**config.mk**
```make
export PLATFORM = sky130hd
export DESIGN_NAME = uart_tx_fifo_drain
export DESIGN_NICKNAME = d
export VERILOG_FILES = /design/src/rtl/uart_tx_fifo_drain.sv
export SDC_FILE = /design/constraint.sdc
export NUM_CORES = 1
export LEC_CHECK = 0
export CORE_ASPECT_RATIO = 1.75
export CORE_MARGIN = 4
export CORE_UTILIZATION = 59
export CTS_CLUSTER_SIZE = 40
export DETAILED_ROUTE_END_ITERATION = 8
export PLACE_DENSITY_LB_ADDON = 0.2
export SYNTH_ARGS = -nofsm -noshare
export SYNTH_HDL_FRONTEND = slang
export SYNTH_SLANG_ARGS = --single-unit
```
**constraint.sdc**
```tcl
create_clock -name clk -period 5.8 [get_ports clk]
set_input_delay 1.45 -clock clk [delete_from_list [all_inputs] [get_ports clk]]
set_output_delay 1.45 -clock clk [all_outputs]
set_load 0.01 [all_outputs]
```
**src/rtl/uart_tx_fifo_drain.sv**
```systemverilog
`default_nettype none
// ============================================================================
// Module   : uart_tx_fifo_drain
// Purpose  : Pops bytes from the TX FIFO read port and serialises each one as
//            an asynchronous UART frame (start, 7/8 data, opt. parity, stop).
// Revision : 1.0  initial release
// ============================================================================
module uart_tx_fifo_drain #(
    parameter int FIFO_RD_LATENCY = 2
) (
    input  logic       clk,
    input  logic       rst_n,
    input  logic       baud_clock,
    input  logic       bit8,
    input  logic       parity_en,
    input  logic       odd_n_even,
    input  logic       fifo_empty,
    input  logic [7:0] fifo_data,
    output logic       fifo_rdb,
    output logic       tx,
    output logic       tx_busy
);

    typedef enum logic [2:0] {
        S_IDLE   = 3'd0,
        S_FETCH  = 3'd1,
        S_START  = 3'd2,
        S_DATA   = 3'd3,
        S_PARITY = 3'd4,
        S_STOP   = 3'd5
    } state_t;

    localparam logic [1:0] c_RD_LAT = 2'(FIFO_RD_LATENCY);

    state_t     r_state,     w_state_nxt;
    logic [1:0] r_lat_cnt,   w_lat_cnt_nxt;
    logic [3:0] r_tick,      w_tick_nxt;
    logic [3:0] r_bit_cnt,   w_bit_cnt_nxt;
    logic [7:0] r_shift,     w_shift_nxt;
    logic       r_bit8,      w_bit8_nxt;
    logic       r_par_en,    w_par_en_nxt;
    logic       r_par_bit,   w_par_bit_nxt;
    logic       r_rdb,       w_rdb_nxt;
    logic       r_tx,        w_tx_nxt;
    logic       r_busy,      w_busy_nxt;

    logic [7:0] w_data_bits;
    logic       w_par_bit;
    logic       w_in_frame;
    logic       w_bit_end;
    logic [3:0] w_nbits;

    // In 7-bit mode bit 7 is forced to zero so it neither shifts out nor
    // contributes to parity.
    assign w_data_bits = bit8 ? fifo_data : {1'b0, fifo_data[6:0]};
    assign w_par_bit   = (^w_data_bits) ^ odd_n_even;

    assign w_in_frame  = (r_state == S_START) || (r_state == S_DATA) ||
                         (r_state == S_PARITY) || (r_state == S_STOP);
    assign w_bit_end   = baud_clock && (r_tick == 4'd15);
    assign w_nbits     = r_bit8 ? 4'd8 : 4'd7;

    always_comb begin
        w_state_nxt   = r_state;
        w_lat_cnt_nxt = r_lat_cnt;
        w_tick_nxt    = r_tick;
        w_bit_cnt_nxt = r_bit_cnt;
        w_shift_nxt   = r_shift;
        w_bit8_nxt    = r_bit8;
        w_par_en_nxt  = r_par_en;
        w_par_bit_nxt = r_par_bit;
        w_rdb_nxt     = 1'b1;
        w_tx_nxt      = r_tx;
        w_busy_nxt    = r_busy;

        // Ticks only advance while a frame is on the line; the counter wraps
        // 15 -> 0 on the same pulse that ends a bit.
        if (w_in_frame && baud_clock) begin
            w_tick_nxt = r_tick + 4'd1;
        end

        case (r_state)
            S_IDLE: begin
                if (!fifo_empty) begin
                    w_rdb_nxt     = 1'b0;
                    w_busy_nxt    = 1'b1;
                    w_lat_cnt_nxt = 2'd0;
                    w_state_nxt   = S_FETCH;
                end
            end

            S_FETCH: begin
                if (r_lat_cnt == c_RD_LAT) begin
                    w_shift_nxt   = w_data_bits;
                    w_bit8_nxt    = bit8;
                    w_par_en_nxt  = parity_en;
                    w_par_bit_nxt = w_par_bit;
                    w_tx_nxt      = 1'b0;
                    w_tick_nxt    = 4'd0;
                    w_bit_cnt_nxt = 4'd0;
                    w_state_nxt   = S_START;
                end else begin
                    w_lat_cnt_nxt = r_lat_cnt + 2'd1;
                end
            end

            S_START: begin
                if (w_bit_end) begin
                    w_tx_nxt      = r_shift[0];
                    w_shift_nxt   = {1'b0, r_shift[7:1]};
                    w_bit_cnt_nxt = 4'd1;
                    w_state_nxt   = S_DATA;
                end
            end

            S_DATA: begin
                // r_bit_cnt is the number of data bits already placed on tx.
                if (w_bit_end) begin
                    if (r_bit_cnt == w_nbits) begin
                        if (r_par_en) begin
                            w_tx_nxt    = r_par_bit;
                            w_state_nxt = S_PARITY;
                        end else begin
                            w_tx_nxt    = 1'b1;
                            w_state_nxt = S_STOP;
                        end
                    end else begin
                        w_tx_nxt      = r_shift[0];
                        w_shift_nxt   = {1'b0, r_shift[7:1]};
                        w_bit_cnt_nxt = r_bit_cnt + 4'd1;
                    end
                end
            end

            S_PARITY: begin
                if (w_bit_end) begin
                    w_tx_nxt    = 1'b1;
                    w_state_nxt = S_STOP;
                end
            end

            S_STOP: begin
                if (w_bit_end) begin
                    w_busy_nxt  = 1'b0;
                    w_state_nxt = S_IDLE;
                end
            end

            default: begin
                w_state_nxt = S_IDLE;
            end
        endcase
    end

    always_ff @(posedge clk or negedge rst_n) begin
        if (!rst_n) begin
            r_state   <= S_IDLE;
            r_lat_cnt <= 2'd0;
            r_tick    <= 4'd0;
            r_bit_cnt <= 4'd0;
            r_shift   <= 8'd0;
            r_bit8    <= 1'b0;
            r_par_en  <= 1'b0;
            r_par_bit <= 1'b0;
            r_rdb     <= 1'b1;
            r_tx      <= 1'b1;
            r_busy    <= 1'b0;
        end else begin
            r_state   <= w_state_nxt;
            r_lat_cnt <= w_lat_cnt_nxt;
            r_tick    <= w_tick_nxt;
            r_bit_cnt <= w_bit_cnt_nxt;
            r_shift   <= w_shift_nxt;
            r_bit8    <= w_bit8_nxt;
            r_par_en  <= w_par_en_nxt;
            r_par_bit <= w_par_bit_nxt;
            r_rdb     <= w_rdb_nxt;
            r_tx      <= w_tx_nxt;
            r_busy    <= w_busy_nxt;
        end
    end

    assign fifo_rdb = r_rdb;
    assign tx       = r_tx;
    assign tx_busy  = r_busy;

endmodule
`default_nettype wire
```
* Word-level counts from Yosys, hierarchy flattened
Cells that the tools add are included.
Word-level totals: register bits after elaboration 27, bits in latches 0, RAM bits 0, bits in read-only memories 0, output and inout port bits 3, logic and storage cells 88, memories kept 0
Operators by class: add/subtract/negate cells 3, multiply operators 0, divide/modulo/power cells 0, order comparisons 0, eq/ne operators 17, shifts and indexed selects 0, muxes and demuxes 39, bitwise logic cells 1, reduce and logical (&&, ||, !) cells 17
Operators with widths (count):
- $mux 8 | 5
- $mux 4 | 8
- $pmux 8 s3 | 1
- $mux 3 | 7
- $pmux 3 s6 | 1
- $ne 2x2->1 const B | 8
- $pmux 4 s3 | 1
- $mux 1 | 11
- $reduce_and 5->1 | 2
- $add 4x1->4 const B | 2
- $reduce_xor 8->1 | 1
- $reduce_and 7->1 | 1
- $eq 3x2->1 const B | 2
- $eq 3x3->1 const B | 2
- $reduce_and 3->1 | 2
- $eq 4x4->1 | 1
- $eq 4x4->1 const B | 1
- $mux 2 | 2
- $pmux 1 s4 | 1
- $pmux 2 s2 | 1
- $reduce_bool 2->1 | 2
- $reduce_bool 4->1 | 1
- $eq 3x1->1 const B | 1
- $logic_not 3->1 | 1
- other kinds (9) | 12

* Logic depth before layout (Yosys ltp)
Gate-level depths: netlist of run 1.
depth after elaboration 8, gate-level depth with buffers 9, gate-level depth less buffers 7

* Worst setup path before layout of run 1
OpenSTA, ideal clock, no wires.
path type input-to-reg, start input baud_clock, end register r_bit_cnt[1], library setup time 0.125 ns, arrival time 2.526 ns, setup slack 3.149 ns, cell stages on the path 5, path buffers 1, cells stage by stage nand4_1 > a211oi_4 > or2_4 > buf_6 > mux2_4
On the way: word-level cells in the longest chain between the ends 3, elaborated cells between the ends (all ways) 4, those cells by class eq/ne (2); reduce/logical (2)
RTL lines:
- start: declaration | line 13 | input logic baud_clock,
- $logic_and 1x1->1 (*) | line 60 | assign w_bit_end = baud_clock && (r_tick == 4'd15);
- $ne 2x2->1 (no line)
- $reduce_and 5->1 (no line) (*)
- end signal: assignment | line 172 | r_bit_cnt <= w_bit_cnt_nxt;
- end: declaration | line 38 | logic [3:0] r_bit_cnt, w_bit_cnt_nxt;
Every way passes the cells marked *; elsewhere a longest branch is shown, timed or not. A chain may end at the register's enable or synchronous reset.

* Final worst setup path of run 1
start input baud_clock, end register r_shift[6]
On the way: word-level cells in the longest chain between the ends 3, elaborated cells between the ends (all ways) 4, those cells by class eq/ne (2); reduce/logical (2)
RTL lines:
- $logic_and 1x1->1 (*) | line 60
- $ne 2x2->1 (no line)
- $reduce_and 5->1 (no line) (*)
- end signal: assignment | line 173 | r_shift <= w_shift_nxt;
- end: declaration | line 39 | logic [7:0] r_shift, w_shift_nxt;
Marked as above.

==> summary.txt, run 1 <==
Run status
  • Status: finished, final reports clean

Clock network
  • Clock sink count: 27
  • # Post-CTS Setup Buffers: 0
  • Clk root buf: clkbuf_8
  • Number of buffers created by CTS: 3
  • Clock slew at reported path FFs: 0.09 ns
  • Clk_lat worst skew: 0.27 ns
  • Clk buf depth: 2
  • H-tree depth: 1
  • # hold bufs at CTS: 0
  • CTS-repair resized insts: 0
  • CTS tree: done

Routing
  • M1 wire length: 1210 µm
  • TritonRoute pass-1 iters: 4
  • Vias after detailed routing: 1223
  • Wire per inst: 16.6 µm
  • Initial DRC count: 29
  • DR DRC count: 0
  • Detail Route Antenna Nets: 0
  • Vias per inst: 6.27
  • Wire length on met3: 86 µm
  • Highest metal used: met4
  • Overall routed net length: 3230 µm
  • Met2 routed WL: 1850 µm

Yosys
  • Mux contribution to synthesized area: 0.105
  • Simple-gate share of the synthesized area: 0.152
  • Synth Area in Compound Gates: 0.176
  • Post-synth EDFFs: 0
  • Post-Synth XOR/XNOR Area: 0.0609
  • Post-synthesis adder-cell area fraction: 0.0316
  • Post-Syn Instances: 155
  • Post-Syn Area per Cell: 10.2 µm²
  • Largest family of logic cells by synthesized area: compound AO/OA/AOI/OAI gates
  • Syn Nets: 174
  • Post-Synthesis Cell Area: 1580 µm²
  • Dominant synthesized flop cell: dfrtp_1
  • Post-synthesis sequential area ratio: 0.428
  • Yosys Warn Count: 0
  • #FFs+latches synth: 27
  • Distinct cells, synth: 43
  • FFs w/ async S/R, synth: 1.00

Job
  • Max cap viols: 0

Layout
  • Util after Layout: 0.709
  • Layout cells sized above 1: 0.130
  • Commonest cells after routing, fill and taps aside: dfrtp_1, clkdlybuf4s50_1, a21oi_1, nand2_1, nor2_1
  • Commonest non-fill, non-tap cell in the layout: dfrtp_1
  • P&R area growth vs syn: 13.0%
  • Layout net count: 189
  • ANT cells: 0

Floorplan
  • Io pins: 18
  • Core Box Area: 2520 µm²
  • FP Rows: 24
  • Die Area: 3610 µm²
  • Starting Density: 0.627
  • Die height: 76.5 µm
  • Die W: 47.2 µm

Global routing
  • Largest net degree at the start of global routing: 28
  • Total track usage: 0.214
  • Vias in the first global route: 1228
  • Initial antenna violation count: 0
  • First-pass GRT wire length: 5620 µm
  • Grt ovf: 0

STA
  • Unrepaired setup endpoints after global routing: false
  • Final setup fails: 0
  • Hold_ws: 0.517 ns
  • Min cycle time layout: 3.02 ns
  • Hold Vio Cnt, Final: 0
  • Clk_skew: 0.00222 ns
  • Final Cycle Share: 0.521
  • FMAX: 331 MHz
  • Slew @ Worst Pin: 0.697 ns
  • Pins Over Slew Limit: 0
  • Slew HR: 0.535
  • Setup_tns: 0 ns

Worst setup path
  • Slowest-stage cell, CP: clkdlybuf4s50_1
  • Critical Path RT: 5.97 ns
  • Crit path buf inv count: 1
  • Largest delay share family, worst path: simple AND/OR/NAND/NOR gates
  • CP endpoint kind: flip-flop
  • Crit-path cells: clkdlybuf4s50_1 > nand4_1 > a211oi_4 > or2_4 > mux2_2
  • Worst reg-to-reg path cell count: 6
  • Slowest stage delay, CP: 0.49 ns
  • Arr. time, crit path: 3.19 ns
  • Stages on worst setup path: 5
  • Setup CP Type: input port to flip-flop
  • Nature of the critical path startpoint: input port
  • Worst-path fanout max: 12

Power and ir drop
  • Internal power: 0.530 mW
  • VDD IR max: 0.377 mV
  • Sequential fraction of design power: 0.411
  • Cell Pwr Density: 492 nW/µm²
  • Switching share of power: 0.398
  • Combinational Power Share: 0.467
  • NetSw: 0.350 mW
  • Overall power: 0.880 mW
  • Clock Power Share: 0.122
  • Lkg Pwr: 0.769 nW

Placed design
  • GPL Wtd Cong: 0.877
  • Final HPWL DP: 2430 µm
  • I/O Buffers: 17

Hold path
  • Min-delay worst type: flip-flop to flip-flop
  • Hold Crit Depth: 1
-- path summary, 6_finish.rpt --
kind | slack (ns) | endpoint | start
worst max-delay path | 2.78 | r_shift[6] | baud_clock
worst min-delay path | 0.52 | r_shift[6] | r_shift[6]
max in group asynchronous | 3.95 | tx | rst_n
min in group asynchronous | 1.55 | r_tick[2] | rst_n
worst max register to register | 3.21 | r_shift[6] | r_state[2]
worst min register to register | 0.52 | r_shift[6] | r_shift[6]
-- Yosys cell counts, types with 2 or more instances --
| library cell | number | area share |
|---|---|---|
| nor2b_1 | 2 | 0.0079 |
| o221ai_1 | 2 | 0.011 |
| nand3_1 | 3 | 0.0095 |
| inv_1 | 6 | 0.014 |
| xnor2_1 | 9 | 0.050 |
| nand4_1 | 2 | 0.0079 |
| dfrtp_1 | 25 | 0.40 |
| a22o_1 | 5 | 0.028 |
| a21oi_1 | 14 | 0.044 |
| dfstp_2 | 2 | 0.033 |
| buf_6 | 2 | 0.014 |
| mux2_4 | 2 | 0.019 |
| ha_1 | 4 | 0.032 |
| or2_2 | 2 | 0.0079 |
| o21ai_0 | 6 | 0.019 |
| o22ai_1 | 2 | 0.0079 |
| nor3_1 | 7 | 0.022 |
| nand2_1 | 11 | 0.026 |
| clkbuf_1 | 3 | 0.0071 |
| xor2_1 | 2 | 0.011 |
| mux2_2 | 5 | 0.036 |
| or3_1 | 2 | 0.0079 |
| nor2_1 | 10 | 0.024 |
| mux2i_1 | 8 | 0.051 |
-- power groups by stage --
| stage | registers (mW) | clock network (mW) | logic, mW |
|---|---|---|---|
| CTS | 0.359 | 0.108 | 0.414 |
| finish | 0.361 | 0.108 | 0.411 |
| global route | 0.372 | 0.118 | 0.469 |
| floorplan | 0.325 | 0 | 0.360 |
| global placement | 0.357 | 0 | 0.397 |
| detailed placement | 0.362 | 0 | 0.412 |
-- registers in the layout (all words and copies together) (netlist names) --
register / cells
r_lat_cnt: 2
fifo_rdb: 1
r_state: 3
r_bit_cnt: 4
r_par_bit: 1
r_bit8: 1
tx_busy: 1
r_par_en: 1
r_shift: 8
tx: 1
r_tick: 4
-- cells by family after synthesis --
kind of cell | after synthesis
and+or+nand+nor | 46
adders and majority gates | 4
muxes | 15
AOI/OAI and AO/OA | 38
xor gates and xnor gates | 11
buffers and inverters | 14
DFF | 27
-- per-layer routing --
metal	vias to the layer above	global-route usage
met3	6	0.0260
met2	30	0.364
li1	589	-
met1	598	0.245
met5	-	0
met4	0	0.108
-- per-stage QoR --
step	instances	cell area, µm²	setup slack [ns]
floorplan	155	1580	3.15
global placement	191	1740	2.52
detailed placement	191	1740	2.50
CTS	195	1790	2.79
global route	195	1790	2.66
finish	195	1790	2.78
-- final cells by class --
class	instances	area [µm²]
Inverter	6	22.5
Multi-Input combinational cell	114	832
Timing Repair Buffer	18	178
Sequential cell	27	678
Fill cell	204	734
Tap cell	26	32.5
Clock buffer	4	45.0
Note: power is estimated with default switching activity, not from simulation.
==> run 2: changes to the inputs <==
--- a/config.mk
+++ b/config.mk
@@ -7,7 +7,7 @@
 export LEC_CHECK = 0
 export CORE_ASPECT_RATIO = 1.75
 export CORE_MARGIN = 4
-export CORE_UTILIZATION = 59
+export CORE_UTILIZATION = 55
 export CTS_CLUSTER_SIZE = 40
 export DETAILED_ROUTE_END_ITERATION = 8
 export PLACE_DENSITY_LB_ADDON = 0.2
==> constraint.sdc (replaced) <==
create_clock -name clk -period 2.9 [get_ports clk]
set_input_delay 0.725 -clock clk [delete_from_list [all_inputs] [get_ports clk]]
set_output_delay 0.725 -clock clk [all_outputs]
set_load 0.01 [all_outputs]
==> summary.txt, run 2 (synthesis gave the netlist of run 1 again) <==
Floorplan
  • Die Area: 3830 µm² (+6.3%)
  • FP Rows: 25 (+4.2%)
  • Die height: 79.0 µm (+3.2%)
  • Die W: 48.6 µm (+3.0%)
  • Core Box Area: 2720 µm² (+7.9%)
  • Starting Density: 0.582 (-0.0459)
  • Io pins: 18 (unchanged)

Worst setup path
  • Nature of the critical path startpoint: flip-flop
  • Setup CP Type: flip-flop to flip-flop
  • Slowest-stage cell, CP: and4bb_2
  • Largest delay share family, worst path: simple AND/OR/NAND/NOR gates
  • Worst-path fanout max: 12 (unchanged)
  • CP endpoint kind: flip-flop
  • Critical Path RT: 3.06 ns (-2.91 ns)
  • Arr. time, crit path: 2.35 ns (-0.84 ns)
  • Crit path buf inv count: 1 (unchanged)
  • Slowest stage delay, CP: 0.42 ns (-0.07 ns)
  • Crit-path cells: inv_1 > ha_1 > and4bb_2 > a21oi_4 > nor2_2 > or2_4 > mux2_2

Layout
  • # fillers: 204 (unchanged)
  • P&R area growth vs syn: 14.5%
  • Layout net count: 192 (+1.6%)
  • Commonest non-fill, non-tap cell in the layout: dfrtp_1
  • Flip-flop count of the largest register after layout: 8 (unchanged)
  • Reg with most FFs: r_shift
  • ANT cells: 0 (unchanged)
  • Largest registers: r_shift x8, r_bit_cnt x4, r_tick x4
  • Layout cells sized above 1: 0.145 (+0.0152)
  • Util after Layout: 0.666 (-0.0431)
  • Commonest cells after routing, fill and taps aside: dfrtp_1, clkdlybuf4s50_1, a21oi_1, nand2_1, nor2_1

STA
  • Slew @ Worst Pin: 0.524 ns (-0.173 ns)
  • Clk_skew: 0.00197 ns (-0.000254 ns)
  • Min cycle time layout: 2.19 ns
  • Setup_tns: 0 ns (unchanged)
  • Hold Vio Cnt, Final: 0 (unchanged)
  • FMAX: 456 MHz
  • Final setup fails: 0 (unchanged)
  • Slew HR: 0.650 (+0.114)
  • Unrepaired setup endpoints after global routing: false
  • Final Cycle Share: 0.756
  • Pins Over Slew Limit: 0 (unchanged)

Hold path
  • Min-delay worst type: flip-flop to flip-flop

Routing
  • Vias per inst: 5.94 (-5.2%)
  • DR DRC count: 0 (unchanged)
  • Detail Route Antenna Nets: 0 (unchanged)
  • TritonRoute pass-1 iters: 4 (unchanged)
  • Initial DRC count: 34 (+17%)
  • Wire length on met3: 56 µm (-35%)
  • Vias after detailed routing: 1183 (-3.3%)
  • M1 wire length: 1250 µm (+3.0%)
  • Wire per inst: 16.0 µm (-3.6%)
  • Met2 routed WL: 1810 µm (-2.1%)
  • Overall routed net length: 3180 µm (-1.6%)
  • Highest metal used: met4

Power and ir drop
  • VDD IR max: 0.595 mV (+58%)
  • Cell Pwr Density: 974 nW/µm² (+98%)
  • Lkg Pwr: 0.783 nW (+1.9%)

Global routing
  • Largest net degree at the start of global routing: 17 (-39%)
  • Grt ovf: 0 (unchanged)
  • Initial antenna violation count: 0 (unchanged)
  • Total track usage: 0.178 (-0.0366)
  • Vias in the first global route: 1205 (-1.9%)
  • First-pass GRT wire length: 5460 µm (-2.8%)

Clock network
  • H-tree depth: 1 (unchanged)
  • Clk_lat worst skew: 0.27 ns (about the same)
  • Clk buf depth: 2 (unchanged)
  • Clock sink count: 27 (unchanged)
  • Number of buffers created by CTS: 3 (unchanged)
  • CTS-repair resized insts: 0 (unchanged)
  • # hold bufs at CTS: 0 (unchanged)
  • CTS tree: done
  • Clk root buf: clkbuf_8
  • Clock slew at reported path FFs: 0.09 ns (about the same)
  • # Post-CTS Setup Buffers: 0 (unchanged)

Placed design
  • Final HPWL DP: 2500 µm (+2.6%)
  • GPL Wtd Cong: 0.908 (+3.5%)
  • I/O Buffers: 17 (unchanged)

Run status
  • Status: finished, final reports clean

Job
  • Max cap viols: 0 (unchanged)
run 2: changes by cell type in the layout (fill, tap and decap cells not counted), sizes merged:
cell  before  now
buf        1    4
run 2: report_power, final:
group          internal (mW)  switching (mW)
clock                 0.0983           0.110
combinational          0.427           0.437
sequential             0.548           0.143
run 2: cell type report:
| cell class | count | area [µm²] | area share |
|---|---|---|---|
| Inverter | 6 | 22.5 | 0.0124 |
| Tap cell | 27 | 33.8 | 0.0186 |
| Sequential cell | 27 | 678 | 0.374 |
| Clock buffer | 4 | 45.0 | 0.0249 |
| Timing Repair Buffer | 21 | 200 | 0.110 |
| Multi-Input combinational cell | 114 | 832 | 0.459 |
run 2: metrics by stage:
stage | setup WS (ns) | hold slack [ns] | cells | area [µm²] | power (mW)
final | 0.708 | 0.524 | 199 | 1810 | 1.76
after global routing | 0.559 | 0.561 | 199 | 1810 | 1.92
after CTS | 0.685 | 0.527 | 199 | 1810 | 1.78
after detailed placement | 0.492 | 0.498 | 195 | 1770 | 1.56
after global placement | 0.530 | 0.492 | 195 | 1770 | 1.53
after floorplan | 0.769 | 0.429 | 155 | 1580 | 1.37
run 2: layer usage:
metal,up-vias,GRT usage
met5,-,0
met4,0,0.0674
met3,6,0.0169
met2,15,0.342
met1,573,0.194
li1,589,-
run 2: final timing paths:
| check | start | to | slack (ns) | depth (start not counted) |
|---|---|---|---|---|
| min in group asynchronous | rst_n | r_state[2] | 0.80 | 1 |
| max in group asynchronous | rst_n | r_shift[4] | 1.50 | 2 |
| setup reg to reg | r_lat_cnt[0] | r_bit_cnt[0] | 0.71 | 7 |
| setup / recovery | r_lat_cnt[0] | r_bit_cnt[0] | 0.71 | 7 |
| hold / removal | r_shift[6] | r_shift[6] | 0.52 | 1 |
| hold reg to reg | r_shift[6] | r_shift[6] | 0.52 | 1 |
==> run 3: changes to the inputs <==
--- a/config.mk
+++ b/config.mk
@@ -7,7 +7,7 @@
 export LEC_CHECK = 0
 export CORE_ASPECT_RATIO = 1.75
 export CORE_MARGIN = 4
-export CORE_UTILIZATION = 55
+export CORE_UTILIZATION = 50
 export CTS_CLUSTER_SIZE = 40
 export DETAILED_ROUTE_END_ITERATION = 8
 export PLACE_DENSITY_LB_ADDON = 0.2
==> constraint.sdc (replaced) <==
create_clock -name clk -period 1.86 [get_ports clk]
set_input_delay 0.465 -clock clk [delete_from_list [all_inputs] [get_ports clk]]
set_output_delay 0.465 -clock clk [all_outputs]
set_load 0.01 [all_outputs]
==> summary.txt, run 3 (synthesis gave the netlist of run 1 again) <==
Run status
  • Status: finished, final reports clean

Worst setup path
  • Critical R2R Launch: r_bit_cnt[0]
  • Arr. time, crit path: 2.02 ns (-0.33 ns)
  • Largest delay share family, worst path: simple AND/OR/NAND/NOR gates
  • Crit path buf inv count: 0 (-1)
  • Nature of the critical path startpoint: flip-flop
  • R2R Setup Slk: 0.008 ns (-0.70 ns)
  • Crit-path cells: or3_1 > o22ai_4 > a211oi_4 > or2_4 > mux2_4
  • Worst-path fanout max: 8 (-4)
  • CP endpoint kind: flip-flop
  • Critical Path RT: 2.02 ns (-1.04 ns)
  • FF-to-FF End: r_bit_cnt[0]
  • Worst reg-to-reg path cell count: 5 (-2)
  • Slowest stage delay, CP: 0.42 ns (about the same)
  • Slowest-stage cell, CP: or3_1
  • Setup CP Type: flip-flop to flip-flop
  • Stages on worst setup path: 5 (-2)

Global routing
  • Vias in the first global route: 1326 (+10%)
  • First-pass GRT wire length: 5850 µm (+7.1%)
  • Total track usage: 0.186 (+0.00827)
  • Largest net degree at the start of global routing: 28 (+11)
  • Grt ovf: 0 (unchanged)
  • Initial antenna violation count: 0 (unchanged)

Hold path
  • Min-delay worst type: flip-flop to flip-flop
  • Hold Crit Depth: 1 (unchanged)
  • Worst hold endpoint: r_shift[7]
  • Worst hold start: r_shift[7]

STA
  • Final Cycle Share: 0.996 (+0.240)
  • Min cycle time layout: 1.85 ns (-0.340 ns)
  • Clk_skew: 0.00288 ns (+0.000915 ns)
  • Hold_ws: 0.530 ns (+0.00609 ns)
  • Final Worst Setup Slack: 0.00764 ns (-0.700 ns)
  • Pins Over Slew Limit: 0 (unchanged)
  • Slew @ Worst Pin: 0.349 ns (-0.175 ns)
  • FMAX: 540 MHz (+18%)
  • Final setup fails: 0 (unchanged)
  • Unrepaired setup endpoints after global routing: true
  • Slew HR: 0.768 (+0.118)
  • Setup_tns: 0 ns (unchanged)
  • Hold Vio Cnt, Final: 0 (unchanged)

Layout
  • Layout net count: 211 (+9.9%)
  • Commonest non-fill, non-tap cell in the layout: dfrtp_1
  • Largest registers: r_shift x8, r_bit_cnt x4, r_tick x4
  • Reg with most FFs: r_shift
  • ANT cells: 0 (unchanged)
  • Commonest cells after routing, fill and taps aside: dfrtp_1, buf_4, clkdlybuf4s50_1, nand2_1, a21oi_1
  • Final Cell Area: 2000 µm² (+10%)
  • Flip-flop count of the largest register after layout: 8 (unchanged)
  • P&R area growth vs syn: 26.1%
  • Layout cells sized above 1: 0.257 (+0.111)
  • Util after Layout: 0.667 (+0.00106)
  • Final Non-Filler Cells: 233 (+17%)

Power and ir drop
  • Cell Pwr Density: 1520 nW/µm² (+56%)
  • Switching share of power: 0.388 (-0.00329)
  • Lkg Pwr: 0.888 nW (+13%)
  • Combinational Power Share: 0.547 (+0.057)
  • Clock Power Share: 0.109 (-0.009)
  • NetSw: 1.18 mW (+71%)
  • Overall power: 3.04 mW (+72%)
  • Sequential fraction of design power: 0.345 (-0.047)
  • VDD IR max: 0.950 mV (+60%)
  • Internal power: 1.86 mW (+73%)

Clock network
  • # hold bufs at CTS: 0 (unchanged)
  • Number of buffers created by CTS: 3 (unchanged)
  • H-tree depth: 1 (unchanged)
  • Clock sink count: 27 (unchanged)
  • Clk root buf: clkbuf_8
  • Clk buf depth: 2 (unchanged)
  • Clk_lat worst skew: 0.27 ns (about the same)
  • CTS tree: done
  • Clock slew at reported path FFs: 0.09 ns (about the same)

Routing
  • Vias per inst: 5.48 (-7.9%)
  • Wire per inst: 14.6 µm (-8.2%)
  • Overall routed net length: 3410 µm (+7.5%)
  • Vias after detailed routing: 1276 (+7.9%)
  • DR DRC count: 0 (unchanged)
  • Initial DRC count: 39 (+15%)
  • Detail Route Antenna Nets: 0 (unchanged)
  • TritonRoute pass-1 iters: 4 (unchanged)

Floorplan
  • Die Area: 4170 µm² (+8.6%)
  • Die height: 82.4 µm (+4.4%)
  • Die W: 50.5 µm (+4.1%)
  • Core Box Area: 2990 µm² (+10%)
  • FP Rows: 26 (+4.0%)
  • Io pins: 18 (unchanged)
  • Starting Density: 0.529 (-0.0528)

Placed design
  • I/O Buffers: 17 (unchanged)
  • Area after DPL: 1900 µm² (+7.6%)
  • DP Cell Count: 225 (+15%)
  • Final HPWL DP: 2670 µm (+6.8%)
  • GPL Wtd Cong: 0.870 (-4.2%)
  • Setup slack at placement: -0.229 ns (-0.721 ns)

Job
  • Max cap viols: 0 (unchanged)
-- run 3: cell types whose count changed in the layout (fill, tap and decap cells not counted), moves of 2 or more --
cell	before	now
a21oi_2	0	3
a21oi_1	14	11
buf_4	4	23
mux2_2	5	3
mux2_4	2	4
-- run 3: cell type report --
type / count / area [µm²]
Clock buffer: 3 / 41.3
Clock inverter: 1 / 5.00
Fill cell: 249 / 997
Inverter: 6 / 22.5
Multi-Input combinational cell: 114 / 853
Sequential cell: 27 / 678
Tap cell: 42 / 52.6
Timing Repair Buffer: 40 / 343
-- run 3: per-layer routing --
layer	GRT usage	part of all wire	up-vias
li1	-	-	627
met4	0.0889	0.022	0
met3	0.0215	0.033	7
met1	0.191	0.37	614
met5	0	0	-
met2	0.365	0.58	28
-- run 3: how the worst max path moves through the flow --
stage,from,end,slack [ns]
5_1_grt,r_lat_cnt[0],r_bit_cnt[0],-0.06
4_1_cts,r_lat_cnt[0],r_bit_cnt[0],0.003
3_3_place_gp,baud_clock,r_shift[6],-0.21
6_report,r_bit_cnt[0],r_bit_cnt[0],0.008
2_1_floorplan,r_lat_cnt[0],r_bit_cnt[1],-0.18
3_5_place_dp,baud_clock,r_bit_cnt[0],-0.23
-- run 3: timing repair --
| action | in CTS | in global routing |
|---|---|---|
| pin swaps | 0 | 2 |
| endpoints found under the setup margin | 1 | 10 |
| gates resized for setup | 1 | 4 |
| buffers inserted | 0 | 4 |
-- run 3: worst reg2reg max path: stages (launching register included) --
cell and delay (ns):
dfrtp_1 0.40, or3_1 0.42, o22ai_4 0.21, a211oi_4 0.09
or2_4 0.31, mux2_4 0.31
-- run 3: power by group through the flow --
stage	combinational, mW	sequential (mW)	clock (mW)
floorplan	1.13	1.01	0
global placement	1.50	1.04	0
detailed placement	1.57	1.06	0
CTS	1.59	1.05	0.344
global route	1.84	1.08	0.372
finish	1.66	1.05	0.330
